`config.mk`:
```
export PLATFORM = sky130hd
export DESIGN_NAME = microwave_timer
export DESIGN_NICKNAME = d
export VERILOG_FILES = /design/src/rtl/microwave_timer.sv
export SDC_FILE = /design/constraint.sdc
export NUM_CORES = 1
export LEC_CHECK = 0
export ABC_AREA = 1
export BUFFER_PORTS_ARGS = -buffer_cell sky130_fd_sc_hd__buf_2
export CORE_MARGIN = 4
export CORE_UTILIZATION = 57
export CTS_CLUSTER_DIAMETER = 200
export DETAILED_ROUTE_END_ITERATION = 16
export GPL_TIMING_DRIVEN = 0
export PLACE_DENSITY_LB_ADDON = 0.3
export SYNTH_ARGS = -nofsm -noshare
export SYNTH_HDL_FRONTEND = slang
export SYNTH_SLANG_ARGS = --single-unit
```
`constraint.sdc`:
```
create_clock -name clk -period 2 [get_ports clk]
set_clock_uncertainty 0.05 [all_clocks]
set_input_delay 0.2 -clock clk [delete_from_list [all_inputs] [get_ports clk]]
set_output_delay 0.2 -clock clk [all_outputs]
set_load 0.01 [all_outputs]
```
`src/rtl/microwave_timer.sv`:
```
// Microwave cook-time countdown: four BCD digits (MM:SS) entered from the keypad,
// decremented once per prescaler period while the magnetron is enabled.
module microwave_timer #(
    parameter int unsigned TICKS_PER_SEC = 100
) (
    input  logic       clk,
    input  logic       reset,
    input  logic       clearn,
    input  logic       load,
    input  logic [3:0] digit,
    input  logic       mag_on,
    output logic [3:0] min_tens,
    output logic [3:0] min_ones,
    output logic [3:0] sec_tens,
    output logic [3:0] sec_ones,
    output logic       timer_done,
    output logic       done_pulse
);

    localparam int unsigned PW = (TICKS_PER_SEC > 1) ? $clog2(TICKS_PER_SEC) : 1;
    localparam logic [PW-1:0] PRESC_MAX = PW'(TICKS_PER_SEC - 1);

    localparam logic [1:0] EMPTY   = 2'd0;
    localparam logic [1:0] ARMED   = 2'd1;
    localparam logic [1:0] RUNNING = 2'd2;

    logic [1:0]    state, state_next;
    logic [PW-1:0] presc;
    logic          count_en, tick, load_ok, last_second, next_zero;
    logic          b_so, b_st, b_mo;
    logic [3:0]    dec_so, dec_st, dec_mo, dec_mt;
    logic [3:0]    mt_n, mo_n, st_n, so_n;

    // BCD borrow chain; sec_tens 6..9 (as keyed in) simply count down
    always_comb begin
        b_so   = (sec_ones == 4'd0);
        dec_so = b_so ? 4'd9 : sec_ones - 4'd1;
        b_st   = b_so && (sec_tens == 4'd0);
        dec_st = b_so ? ((sec_tens == 4'd0) ? 4'd5 : sec_tens - 4'd1) : sec_tens;
        b_mo   = b_st && (min_ones == 4'd0);
        dec_mo = b_st ? ((min_ones == 4'd0) ? 4'd9 : min_ones - 4'd1) : min_ones;
        dec_mt = b_mo ? min_tens - 4'd1 : min_tens;
    end

    always_comb begin
        count_en    = mag_on && (state != EMPTY);
        tick        = count_en && (presc == PRESC_MAX);
        load_ok     = load && !mag_on && (digit <= 4'd9);
        last_second = ({min_tens, min_ones, sec_tens} == 12'd0) && (sec_ones == 4'd1);

        mt_n = min_tens;
        mo_n = min_ones;
        st_n = sec_tens;
        so_n = sec_ones;
        if (tick) begin
            mt_n = dec_mt;
            mo_n = dec_mo;
            st_n = dec_st;
            so_n = dec_so;
        end else if (load_ok) begin
            mt_n = min_ones;
            mo_n = sec_tens;
            st_n = sec_ones;
            so_n = digit;
        end

        next_zero = ({mt_n, mo_n, st_n, so_n} == 16'd0);
        if (next_zero)
            state_next = EMPTY;
        else if (mag_on)
            state_next = RUNNING;
        else
            state_next = ARMED;
    end

    always_ff @(posedge clk) begin
        if (reset || !clearn) begin
            min_tens   <= '0;
            min_ones   <= '0;
            sec_tens   <= '0;
            sec_ones   <= '0;
            presc      <= '0;
            state      <= EMPTY;
            done_pulse <= 1'b0;
        end else begin
            min_tens   <= mt_n;
            min_ones   <= mo_n;
            sec_tens   <= st_n;
            sec_ones   <= so_n;
            state      <= state_next;
            done_pulse <= tick && last_second;
            // Entering EMPTY (even via a load that shifts to 00:00) drops any partial second
            if (next_zero)
                presc <= '0;
            else if (count_en)
                presc <= tick ? '0 : presc + PW'(1);
        end
    end

    assign timer_done = ({min_tens, min_ones, sec_tens, sec_ones} == 16'd0);

endmodule
```
After elaboration in Yosys (flattened, before gate mapping). Cells that the tools add are included. W data, S select, Z words.

Logic and storage cells: 50. Register bits: 26. Input port bits: 9. Output and inout port bits: 18.

Reduce and logical (&&, ||, !) cells: 19. $add $sub $neg: 5. Equal/unequal tests: 2. Magnitude comparators: 1. Muxes and demuxes: 16.

Operators with widths (number): $mux W4 (14); $logic_not A16 Y1 (2); $sub A4 B1 Y4 const B (4); $logic_not A12 Y1 (1); $logic_not A4 Y1 (3); $logic_and A1 B1 Y1 (8); $add A7 B1 Y7 const B (1); $eq A7 B7 Y1 const B (1); $mux W7 (1); $eq A4 B1 Y1 const B (1); $le A4 B4 Y1 const B (1); $logic_not A1 Y1 (2); $mux W2 (1); $reduce_bool A2 Y1 (1); $reduce_or A2 Y1 (1); $logic_or A1 B1 Y1 (1).

Depth between registers and ports, before layout. Gate-level depths: netlist of run 1.

Word-level depth: 7. Gate-level depth with buffers: 14.

Worst setup path after synthesis of run 1. OpenSTA, ideal clock, no wires.

Path kind: register to register. Start point: register min_ones[2]. End point: register presc[2]. Setup slack: 0.293 ns. Cell stages (with the launch flop): 12. Setup time: 0.119 ns. Period minus slack after synthesis: 1.707 ns. Arrival time: 1.539 ns. Path through: dfxtp_1 or2_1 nor2_4 nand2_2 nand2_1 nand2_1 a21oi_1 nand2_1 nor2_1 nand3_2 nand2_4 nor2_2.

Word-level cells in the longest chain between the ends: 6. Elaborated cells on any way between the ends: 12. Classes of those cells: add/sub: 1; mux: 7; reduce/logical: 4.

Ends and longest elaborated chain: start: declaration (RTL line 13) `output logic [3:0] min_ones,`; start signal: assignment (RTL line 87) `min_ones <= mo_n;`; $sub A4 B1 Y4 / $logic_not A4 Y1 (equally long branches) (RTL line 41, 40); $mux W4 / $logic_and A1 B1 Y1 (equally long branches) (RTL line 41, 40); $mux W4, on equally long branches (RTL line 41, 42); $mux W4 (RTL line 55) `if (tick) begin`; $logic_not A16 Y1 * (RTL line 67) `next_zero = ({mt_n, mo_n, st_n, so_n} == 16'd0);`; $reduce_or A2 Y1 (no source line) *; end signal: assignment (RTL line 96) `presc <= tick ? '0 : presc + PW'(1);`; end: declaration (RTL line 28) `logic [PW-1:0] presc;`.

Mark *: on every way between the ends. The rest lies on a longest branch, timed or not. A chain may end at the register's enable or synchronous reset.

Worst setup path in the final report of run 1.
Start point: register presc[0]. End point: register presc[2].

Word-level cells in the longest chain between the ends: 5. Elaborated cells on any way between the ends: 10. Classes of those cells: add/sub: 1; eq/ne: 1; mux: 5; reduce/logical: 3.

Ends and longest elaborated chain: $eq A7 B7 Y1 (RTL line 47) `tick = count_en && (presc == PRESC_MAX);`; $logic_and A1 B1 Y1 (RTL line 47); $mux W4 (RTL line 55); $logic_not A16 Y1 (RTL line 67); $reduce_or A2 Y1 (no source line).

Parallel ways exist; a longest one is shown, timed or not.

==> results of run 1 <==
synthesized netlist by cell type (all sizes together):
master   n  share of area, %
nand3b   3               1.3
o21bai   1              0.42
ha       3               2.1
nor2    45                13
clkbuf   1              0.21
dfxtp   26                29
o21ai    8               3.1
nor4     1              0.35
xor2     3               1.5
nand4    3               1.0
buf      4               2.5
inv     36               7.5
nand2   96                22
a21oi   13               3.6
o211ai   5               2.1
nand3   37                11
or2      1              0.35
critical path: stages (launching register included):
cell,delay [ps]
dfxtp_2,370
ha_4,160
nand3_1,90
nor2_2,40
nand2_2,120
buf_4,130
inv_1,70
nand2_2,70
nand2_1,50
nor2_1,110
nand2_1,80
nor2_1,120
nand3_2,130
nand2_4,140
nor2_2,40
cell families (layout without fill, tap and decap cells):
| group | after synthesis | count (layout) | share of synthesized area (%) |
|---|---|---|---|
| compound gates | 27 | 27 | 9.21 |
| xor+xnor | 3 | 3 | 1.46 |
| fa+ha+maj | 3 | 3 | 2.09 |
| buf+inv | 41 | 81 | 10.3 |
| flops | 26 | 26 | 29.0 |
| simple gates | 186 | 187 | 48.0 |
power breakdown:
group / internal (mW) / switching (mW) / total [mW]
combinational: 0.0774 / 0.140 / 0.217
clock: 0.203 / 0.168 / 0.371
sequential: 0.526 / 0.00853 / 0.535
total: 0.807 / 0.316 / 1.12
per-stage QoR:
stage	setup TNS, ps	area, um2	hold WS, ps
floorplan	0	1790	217
global placement	-177	1980	410
detailed placement	-314	1980	411
CTS	0	2070	20.4
global route	-322	2210	34.0
finish	0	2210	26.8
per-layer routing:
metal  up-vias  global-route usage, %
met5         -                      0
met4         0                   4.75
met3        10                   4.39
met2        66                   39.1
met1       901                   30.0
li1        991                      -
state kept, by name (all words and copies together) (netlist names):
| register | cells |
|---|---|
| done_pulse | 1 |
| state | 2 |
| sec_ones | 4 |
| min_tens | 4 |
| presc | 7 |
| min_ones | 4 |
| sec_tens | 4 |
worst max path at each step:
stage	startpoint	to	slack [ps]	cells after the start
3_5_place_dp	presc[0]$_SDFFE_PP0P_	presc[1]$_SDFFE_PP0P_	-40	11
5_1_grt	presc[0]$_SDFFE_PP0P_	presc[2]$_SDFFE_PP0P_	-40	13
4_1_cts	presc[0]$_SDFFE_PP0P_	presc[2]$_SDFFE_PP0P_	3	13
2_1_floorplan	min_ones[2]$_SDFF_PP0_	presc[2]$_SDFFE_PP0P_	290	11
3_3_place_gp	presc[0]$_SDFFE_PP0P_	presc[2]$_SDFFE_PP0P_	-20	11
6_report	presc[0]$_SDFFE_PP0P_	presc[2]$_SDFFE_PP0P_	90	14
layout make-up:
type | instances | area (um2) | share of cell area (%)
multi-input combinational | 220 | 1180 | 53.4
sequential | 26 | 531 | 24.0
timing repair buffer | 36 | 209 | 9.44
inverter | 36 | 135 | 6.10
tap | 44 | 55.1 | 2.49
buffer | 5 | 48.8 | 2.20
clock inverter | 1 | 30.0 | 1.36
clock buffer | 3 | 22.5 | 1.02
repair_timing:
item / 4_1_cts / 5_1_grt
setup endpoints to repair: 9 / 9
setup buffers: 2 / 7
cloned: 1 / 1
resized for setup: 5 / 27
pin swaps: 3 / 6
==> results.md, run 1 <==
Synthesis:
- In this run the cell area of the synthesized design comes to about 1800 um2.
- The post-synthesis average cell area is 6.27 um2.
- The number of synthesized register bits is 26.
- The count of synthesis-stage warnings from yosys is 0.
- Summing the sequential cell areas from Yosys gives 29.0% of the chip area.
- The number of instances in the synthesized netlist is roughly 290.
- Yosys mapped the design onto 25 distinct sky130hd cell types.
- The total nets after synthesis is 298.

Global route:
- The number of global-route vias before repair came to 1,761.
- Global routing consumed, over all layers together, 22.9% of the routing resources.
- The initial antenna violation count is 0.
- The total congestion overflow is 0.
- The global-route wire length before repair is 7.62 mm.
- Entering global routing, the biggest net connects 16 pins.

Worst setup path:
- The data arrival at the endpoint of the critical path is 2090 ps.
- The worst setup slack for register-to-register paths is roughly 90 ps.
- STA classifies the critical path startpoint as a register.
- The critical path required time is 2180 ps.
- The type of the worst setup path is reg2reg.
- For the worst flop-to-flop path, the logic depth is 14.
- In this run the worst path has a maximum fanout of 5.
- The end of the worst register-to-register path is presc[2]$_SDFFE_PP0P_.
- STA classifies the critical path endpoint as a register.
- The startpoint identified for the worst register-to-register timing path is presc[0]$_SDFFE_PP0P_.

Worst hold path:
- The worst hold path terminates at state[0]$_SDFF_PP0_.
- The launch instance of the worst min-delay path is mag_on.
- The path type of the worst min-delay path is in2reg.
- The worst hold path was traced through 2 stages.

Layout:
- The filler cells instantiated in the layout total 271.
- Leaving out fill and tap cells, the most frequent cells in the layout are 85 x nand2_1, 35 x inv_1, 31 x nand3_1.
- Of the cells placed in the final design, the portion with a size suffix greater than 1 is 29.7%.
- The leading cell type in the layout, fill and taps excluded is nand2_1.
- The area overhead of the layout relative to synthesis is 23.4%.
- The finished layout holds roughly 370 standard cells, fillers aside.
- The number of antenna diodes in the final layout is 0.
- The post-layout utilization of the core is 73.1%.
- The final net count is 340.

Status:
- The run finished with clean final reports.

CTS:
- The CTS buffer count is 3.
- The latest clock arrival within the worst-skew pair is 350 ps.
- The cell sitting at the root of the clock tree is a clkbuf_4.
- Clock-pin slew was measured on the worst setup and hold paths at approximately 170 ps.
- For this design, the sink count on the clock tree is 26.
- The buffer levels on the longest clock path is 2.
- The TritonCTS clock tree is yes.
- The post-cts hold buffer count is 0.
- The H-tree depth reported by CTS is 1.

Die:
- The starting utilization of the core area is 59.3%.
- The vertical die dimension is 64.1 um.
- The core region is between 3000 and 4000 um2.
- The die is 64.1 um wide.
- The die covers 4110 um2.
- For this design the top-level I/O count stands at 27.
- The number of cell rows is 20.

STA:
- The number of pins with negative max-slew slack in the final report was 0.
- The post-layout worst setup margin is 88.5 ps.
- The worst pin sits at a relative slew slack of 67.3%.
- Of the available clock period, the critical path in the final layout requires 95.6%.
- The time the worst path needs with I/O delays and setup is roughly 1900 ps.
- The transition time of the tightest slew-check pin is between 400 and 500 ps.
- Setup violations remaining at the end of the flow were counted as 0.
- The achievable frequency is 523 MHz.
- The number of hold violations in the final report is 0.

Detailed routing:
- The count of nets left with antenna violations once routing finished came out at 0.
- The routed wire length on met3 is 296 um.
- The uppermost layer routed is met4.
- The routed design has 4.71 mm of wire.
- The routed length per instance is 12.7 um.
- Dividing the detail-routed via count by the number of cells gives roughly 5.3.
- In the routed design, unresolved DRC markers number 0.
- The first TritonRoute pass finished after 4 iterations.
- The total length of routed met2 wires is ~2.3 mm.
- After detailed routing, the wire length on met1 is 2.05 mm.
- The total number of vias is 1,968.
- In this run, the number of DRC markers left after iteration 0 of detailed routing was 81.

Power:
- VDD sags by at most slightly above 0.5 mV.
- The completed layout was analyzed and its total power is 1.12 mW.
- The power per standard cell area is 507 nW/um2.
- For this design the static power due to leakage is ~1.1 nW.

Run:
- The number of max-capacitance violations reported is 0.

Placed design:
- The congestion estimate from routability-driven global placement came to 0.897.
- The HPWL after detailed placement is 3.21 mm.
- During placement, the flow inserted port buffers numbering 26.
- The worst slack at placement is -40.6 ps.
- The total placed cells including tap cells is 356.
No activity file was read; power rests on OpenSTA's default activity.
==> run 2, diff against run 1 <==
PLACE_DENSITY = 0.8   (was unset)
PLACE_DENSITY_LB_ADDON = unset   (was 0.3)
==> run 2 against run 1 <==
Effect of this change:
- global-route usage rose by 0.11 points
- first-iteration DRC count rose by 32%
- register-to-register slack barely moved
- combinational power rose by 2%
- total power rose by 0.51%
- maximum frequency rose by 0.31%
- design area rose by 0.85%
- sequential share of layout area barely moved
- cell count fell by 0.81%
- critical path type unchanged
- critical endpoint is now presc[0]$_SDFFE_PP0P_
- largest power group unchanged
==> results.md, run 2 (same netlist as run 1, synthesis figures left out) <==
Die:
- The core region area is 3030 um2 (unchanged).
- The number of top-level pins is 27 (unchanged).
- The die footprint was 4110 um2 (unchanged).
- The starting utilization of the core area is 59.3% (unchanged).
- The vertical die dimension is 64.1 um (unchanged).
- The number of cell rows came to 20 (unchanged).
- The width of the die is 64.1 um (unchanged).

Worst setup path:
- The number of buffers and inverters on the critical path is 0 (-2).
- The maximum net fanout on the critical path is 6 (+1).
- The largest individual stage delay along the critical path comes from the cell dfxtp_2.
- STA classifies the critical path startpoint as a register.
- The data arrival at the endpoint of the critical path was 2100 ps (about the same).
- The critical path is of the reg2reg type.
- The critical path required time is 2200 ps (+20 ps).
- Among cell families on the critical path, the largest total delay comes from simple AND/OR/NAND/NOR gates.
- Among the stages of the critical path, the cell type that occurs most often is nand2_1.
- The delay of the slowest cell on the worst path is 390 ps (+20 ps).
- Traced cell by cell, the critical path runs through or2_1 -> nor2_4 -> nand2_2 -> nand2_1 -> nand2_1 -> a21oi_2 -> nand2_1 -> nor2_2 -> nand3_2 -> nand2_4 -> nor2_2.
- The worst setup path is captured at a register.

STA:
- The number of setup violations in the final report is 0 (unchanged).
- The transition time of the tightest slew-check pin is 485 ps (-6.10 ps).
- The worst slew slack as a fraction of its limit was 67.7% (+0.41 points).
- The post-layout worst setup margin was 94.4 ps (+5.91 ps).
- The time the worst path needs with I/O delays and setup is 1910 ps (-5.91 ps).
- The number of pins with negative max-slew slack in the final report came to 0 (unchanged).
- The portion of the clock cycle consumed by the worst path in the final layout was 95.3% (-0.30 points).
- The smallest hold slack is 58.1 ps (+31.3 ps).
- The number of hold violations in the final report is 0 (unchanged).
- The achievable frequency is 525 MHz (+0.31%).

Layout:
- The area of the multi-input gates is 1220 um2 (+2.7%).
- Compared with the post-synthesis result, the final layout area differs by 24.5%.
- Counting flops per register, the top entry is presc.
- The design area was 2230 um2 (+0.85%).
- The number of diodes added for antenna fixing was 0 (unchanged).
- The fraction of final layout cells sized beyond drive strength 1 came to 31.5% (+1.8 points).
- The fill cell instance count of the final layout is 251 (-7.4%).
- The flip-flop count of the largest register after layout is 7 (unchanged).
- The final net count is 337 (-0.88%).
- Leaving out fill and tap cells, the most frequent cell in the layout is nand2_1.
- In the layout the commonest cells are 83 x nand2_1, 34 x inv_1, 28 x nand3_1.
- The post-layout utilization of the core was 73.8% (+0.62 points).
- The flip-flop and latch area was 536 um2 (+0.94%).

Detailed routing:
- The total number of vias is 1,970 (+0.10%).
- The final routed wirelength across all metal layers was 4.64 mm (-1.5%).
- The iteration count of the initial detailed-routing pass is 5 (+1).
- The routed length per instance was 12.6 um (-0.72%).
- The number of design-rule violations left by the first detailed-router iteration was 107 (+32%).
- The number of DRC violations after detailed routing was 0 (unchanged).
- The final antenna-violating net count is 0 (unchanged).
- The per-cell via count in the routed design was 5.35 (+0.92%).

Power:
- The post-layout total power is 1.13 mW (+0.51%).
- The worst supply voltage drop on vdd was 0.357 mV (-30%).
- The power per standard cell area is 505 nW/um2 (-0.33%).
- The leakage power figure is 1.11 nW (-0.42%).

Status:
- The flow ran to the end, and the final reports show no timing, DRC or antenna violations.

Placed design:
- The post-placement cell area was 1980 um2 (unchanged).
- The weighted congestion reported at the end of routability-driven placement is 0.886 (-1.2%).
- The HPWL after detailed placement is 3.21 mm (about the same).
- The worst slack at placement came to -47.6 ps (-6.97 ps).
- The count of port buffers added during placement is 26 (unchanged).

CTS:
- The H-tree depth reported by CTS is 1 (unchanged).
- The clock net sink count was 26 (unchanged).
- The latest clock arrival within the worst-skew pair came to 330 ps (-20 ps).
- The clock transition at the registers of the reported paths came to 150 ps (-20 ps).
- The post-cts hold buffer count was 0 (unchanged).
- The clock root buffer is clkbuf_4.
- The CTS buffer count is 3 (unchanged).
- The buffer levels on the longest clock path is 2 (unchanged).
- TritonCTS built the clock tree.

Global route:
- The total global routing track utilization is 23.0% (+0.11 points).
- The number of global-route vias before repair came to 1,658 (-5.8%).
- The global-route wire length before repair is 7.47 mm (-2.1%).
- The initial antenna violation count was 0 (unchanged).
- The total congestion overflow came to 0 (unchanged).
- The largest net degree at the start of global routing came to 16 (unchanged).

Worst hold path:
- The path class of the tightest hold or removal check is in2reg.

Run:
- The number of max-capacitance violations reported was 0 (unchanged).
==> run 2: cell type report <==
| type | instances | share of cell area [%] |
|---|---|---|
| multi-input cells | 220 | 54.5 |
| flip-flops and latches | 26 | 24.0 |
| repair buffers | 33 | 8.52 |
| inverters | 36 | 6.05 |
| well taps | 44 | 2.46 |
| plain buffers | 5 | 2.18 |
| clock inverters | 1 | 1.34 |
| clock buffers | 3 | 1.01 |
==> run 2: path summary, 6_finish.rpt <==
| path | slack [ps] | from | depth (start not counted) | to |
|---|---|---|---|---|
| max | 90 | min_ones[2]$_SDFF_PP0_ | 11 | presc[0]$_SDFFE_PP0P_ |
| min | 60 | mag_on | 2 | state[0]$_SDFF_PP0_ |
| max reg2reg | 90 | min_ones[2]$_SDFF_PP0_ | 11 | presc[0]$_SDFFE_PP0P_ |
| min reg2reg | 530 | sec_tens[3]$_SDFF_PP0_ | 2 | sec_tens[3]$_SDFF_PP0_ |
==> run 2: timing repair <==
item	in CTS	in global routing
setup endpoints to repair	9	9
cloned	1	1
setup buffers	3	3
resized for setup	6	38
pin swaps	5	13
==> run 2: where the power goes <==
group / leakage, nW / internal (mW) / switching (mW)
clock network: 0.0279 / 0.203 / 0.172
registers: 0.215 / 0.525 / 0.00813
logic: 0.865 / 0.0777 / 0.143
==> run 2: through the flow <==
stage,TNS (ps),std cells
6_report,0,368
5_1_grt,-43.5,368
4_1_cts,0,364
3_5_place_dp,-361,356
3_3_place_gp,-227,356
2_1_floorplan,0,286
==> run 2: per-layer routing <==
metal | vias up | part of all wire, % | global-route usage (%)
met2 | 67 | 46 | 36.6
met5 | - | 0 | 0
met4 | 0 | 2.9 | 11.1
met1 | 896 | 45 | 30.9
met3 | 15 | 6.2 | 2.46
li1 | 992 | - | -
==> run 3, diff against run 2 <==
CORE_UTILIZATION = 61   (was 57)
PLACE_DENSITY = 0.85   (was 0.8)
SETUP_SLACK_MARGIN = 0.1   (was unset)
clock period = 2.5 ns   (was 2 ns; I/O delays follow)
==> run 3 against run 2 <==
Effect of this change:
- clock power fell by 19%
- critical endpoint is now presc[2]$_SDFFE_PP0P_
- cell count fell by 5.7%
- wire length fell by 10%
- hold slack improved by 41 ps
- largest cell class unchanged
==> results.md, run 3 (same netlist as run 1, synthesis figures left out) <==
Layout:
- The flip-flop count of the largest register after layout was 7 (unchanged).
- The leading cell type in the layout, fill and taps excluded is nand2_1.
- Leaving out fill and tap cells, the most frequent cells in the layout are 88 x nand2_1, 36 x nand3_1, 35 x inv_1.
- The number of diodes added for antenna fixing is 0 (unchanged).
- The design area came to 2020 um2 (-9.7%).
- The fraction of final layout cells sized beyond drive strength 1 is 19.3% (-12 points).
- Compared with the post-synthesis result, the final layout area differs by 12.3%.
- presc holds more flip-flops than any other register.
- The final net count is 329 (-2.4%).

Power:
- The power per standard cell area came to 440 nW/um2 (-13%).
- The leakage power figure is 1.03 nW (-7.3%).
- The worst supply voltage drop on vdd is 0.301 mV (-16%).

STA:
- The time the worst path needs with I/O delays and setup is 2060 ps (+158 ps).
- The number of hold violations in the final report was 0 (unchanged).
- The number of pins with negative max-slew slack in the final report is 0 (unchanged).
- The smallest hold slack is 98.6 ps (+40.6 ps).
- The number of setup violations in the final report is 0 (unchanged).
- Setup repair after global routing left no endpoint under its margin.
- The transition time of the tightest slew-check pin is 487 ps (+2.37 ps).
- The worst slew slack as a fraction of its limit is 67.5% (-0.16 points).
- The achievable frequency came to 485 MHz (-7.6%).
- The sum of negative setup slack is 0 ps (unchanged).
- The portion of the clock cycle consumed by the worst path in the final layout came to 82.5% (-13 points).

Global route:
- The global-route wire length before repair is 7.40 mm (-0.92%).
- The initial antenna violation count is 0 (unchanged).
- The number of global-route vias before repair came to 1,682 (+1.4%).
- The largest net degree at the start of global routing is 16 (unchanged).
- The total global routing track utilization is 22.7% (-0.32 points).
- The total congestion overflow is 0 (unchanged).

Detailed routing:
- The final routed wirelength across all metal layers is 4.17 mm (-10%).
- The number of design-rule violations left by the first detailed-router iteration came to 110 (+2.8%).
- The number of DRC violations after detailed routing is 0 (unchanged).
- The total number of vias is 1,852 (-6.0%).
- The final antenna-violating net count came to 0 (unchanged).
- The per-cell via count in the routed design is 5.34 (-0.30%).
- The iteration count of the initial detailed-routing pass was 4 (-1).
- The routed length per instance is 12.0 um (-4.7%).

Worst setup path:
- Traced cell by cell, the critical path runs through ha_1 -> nand3_1 -> nor2_1 -> nand2_2 -> buf_6 -> nand3_1 -> nand2_1 -> nor2_1 -> nand2_1 -> nor2_1 -> nand3_2 -> nand2_4 -> nor2_2.
- The worst setup path is captured at a register.
- The slowest cell on the critical path is dfxtp_1.
- The data arrival at the endpoint of the critical path is 2260 ps (+160 ps).
- The critical path required time was 2690 ps (+490 ps).
- The setup path with the least slack is of type reg2reg.
- Counting stages on the worst path, the most repeated cell is nor2_1.
- The maximum net fanout on the critical path is 10 (+4).
- The type of element launching the critical path is a register.
- The delay of the slowest cell on the worst path is 400 ps (about the same).

Worst hold path:
- The path type of the worst min-delay path is in2reg.

Die:
- The core region area was 2780 um2 (-8.1%).
- The starting utilization of the core area is 64.5% (+5.3 points).
- The number of top-level pins is 27 (unchanged).
- The width of the die is 62.2 um (-2.9%).
- The number of cell rows was 19 (-5.0%).
- The vertical die dimension was 62.2 um (-2.9%).
- The die footprint was 3870 um2 (-5.7%).

CTS:
- The clock transition at the registers of the reported paths is 150 ps (about the same).
- The H-tree depth reported by CTS is 1 (unchanged).
- The post-cts hold buffer count came to 0 (unchanged).
- The latest clock arrival within the worst-skew pair is 340 ps (about the same).
- TritonCTS built the clock tree.
- The post-CTS setup buffer count is 0 (-3).
- The post-cts gate resize count is 0 (-6).
- The clock net sink count is 26 (unchanged).
- The buffer levels on the longest clock path came to 2 (unchanged).
- The clock root buffer is clkbuf_4.
- The CTS buffer count is 3 (unchanged).

Placed design:
- The post-placement cell area is 1960 um2 (-0.82%).
- The weighted congestion reported at the end of routability-driven placement is 0.916 (+3.4%).
- The HPWL after detailed placement is 3.16 mm (-1.4%).
- The count of port buffers added during placement is 26 (unchanged).

Run:
- The number of max-capacitance violations reported is 0 (unchanged).

Status:
- The run finished with clean final reports.
[run 3: stage by stage]
| step | cells | utilization (%) | setup WS [ps] | power, mW |
|---|---|---|---|---|
| floorplan | 286 | - | 793 | 0.550 |
| global placement | 343 | 70.6 | 479 | 0.588 |
| detailed placement | 343 | 70.6 | 470 | 0.590 |
| CTS | 347 | 72.5 | 449 | 0.889 |
| global route | 347 | 72.5 | 269 | 0.928 |
| finish | 347 | 72.5 | 437 | 0.887 |
[run 3: worst max-delay path, delay by kind of cell, from the launching register on]
family	cells	cell delay, ps
AND/OR/NAND/NOR	11	1180
adder cells (fa/ha/maj)	1	190
buffers and inverters	1	160
flip-flops	1	400
[run 3: cell type report]
class	instances	area, um2
Clock inverter	1	30.0
Clock buffer	3	22.5
Inverter	36	135
Timing Repair Buffer	26	130
Tap cell	31	38.8
Fill cell	248	766
Buffer	5	48.8
Multi-Input combinational cell	219	1090
Sequential cell	26	520
[run 3: worst paths after layout]
path                               from                     to  slack (ps)  cells after the start
setup / recovery  presc[0]$_SDFFE_PP0P_  presc[2]$_SDFFE_PP0P_         440                     13
hold / removal                   mag_on    state[0]$_SDFF_PP0_         100                      2
setup reg to reg  presc[0]$_SDFFE_PP0P_  presc[2]$_SDFFE_PP0P_         440                     13
hold reg to reg   presc[1]$_SDFFE_PP0P_  presc[1]$_SDFFE_PP0P_         540                      4
[run 3: metal layers]
layer | track usage [%] | vias to the layer above | wire, um
li1 | - | 968 | -
met1 | 31.0 | 809 | 1940
met2 | 36.0 | 62 | 1850
met3 | 2.88 | 13 | 273
met4 | 8.67 | 0 | 111
met5 | 0 | - | 0
[run 3: power breakdown]
| part | leakage (nW) | total (mW) | internal (mW) | switching [mW] |
|---|---|---|---|---|
| Clock | 0.0279 | 0.305 | 0.162 | 0.142 |
| Combinational | 0.789 | 0.156 | 0.0551 | 0.101 |
| Sequential | 0.210 | 0.427 | 0.421 | 0.00594 |
| Total | 1.03 | 0.887 | 0.638 | 0.249 |
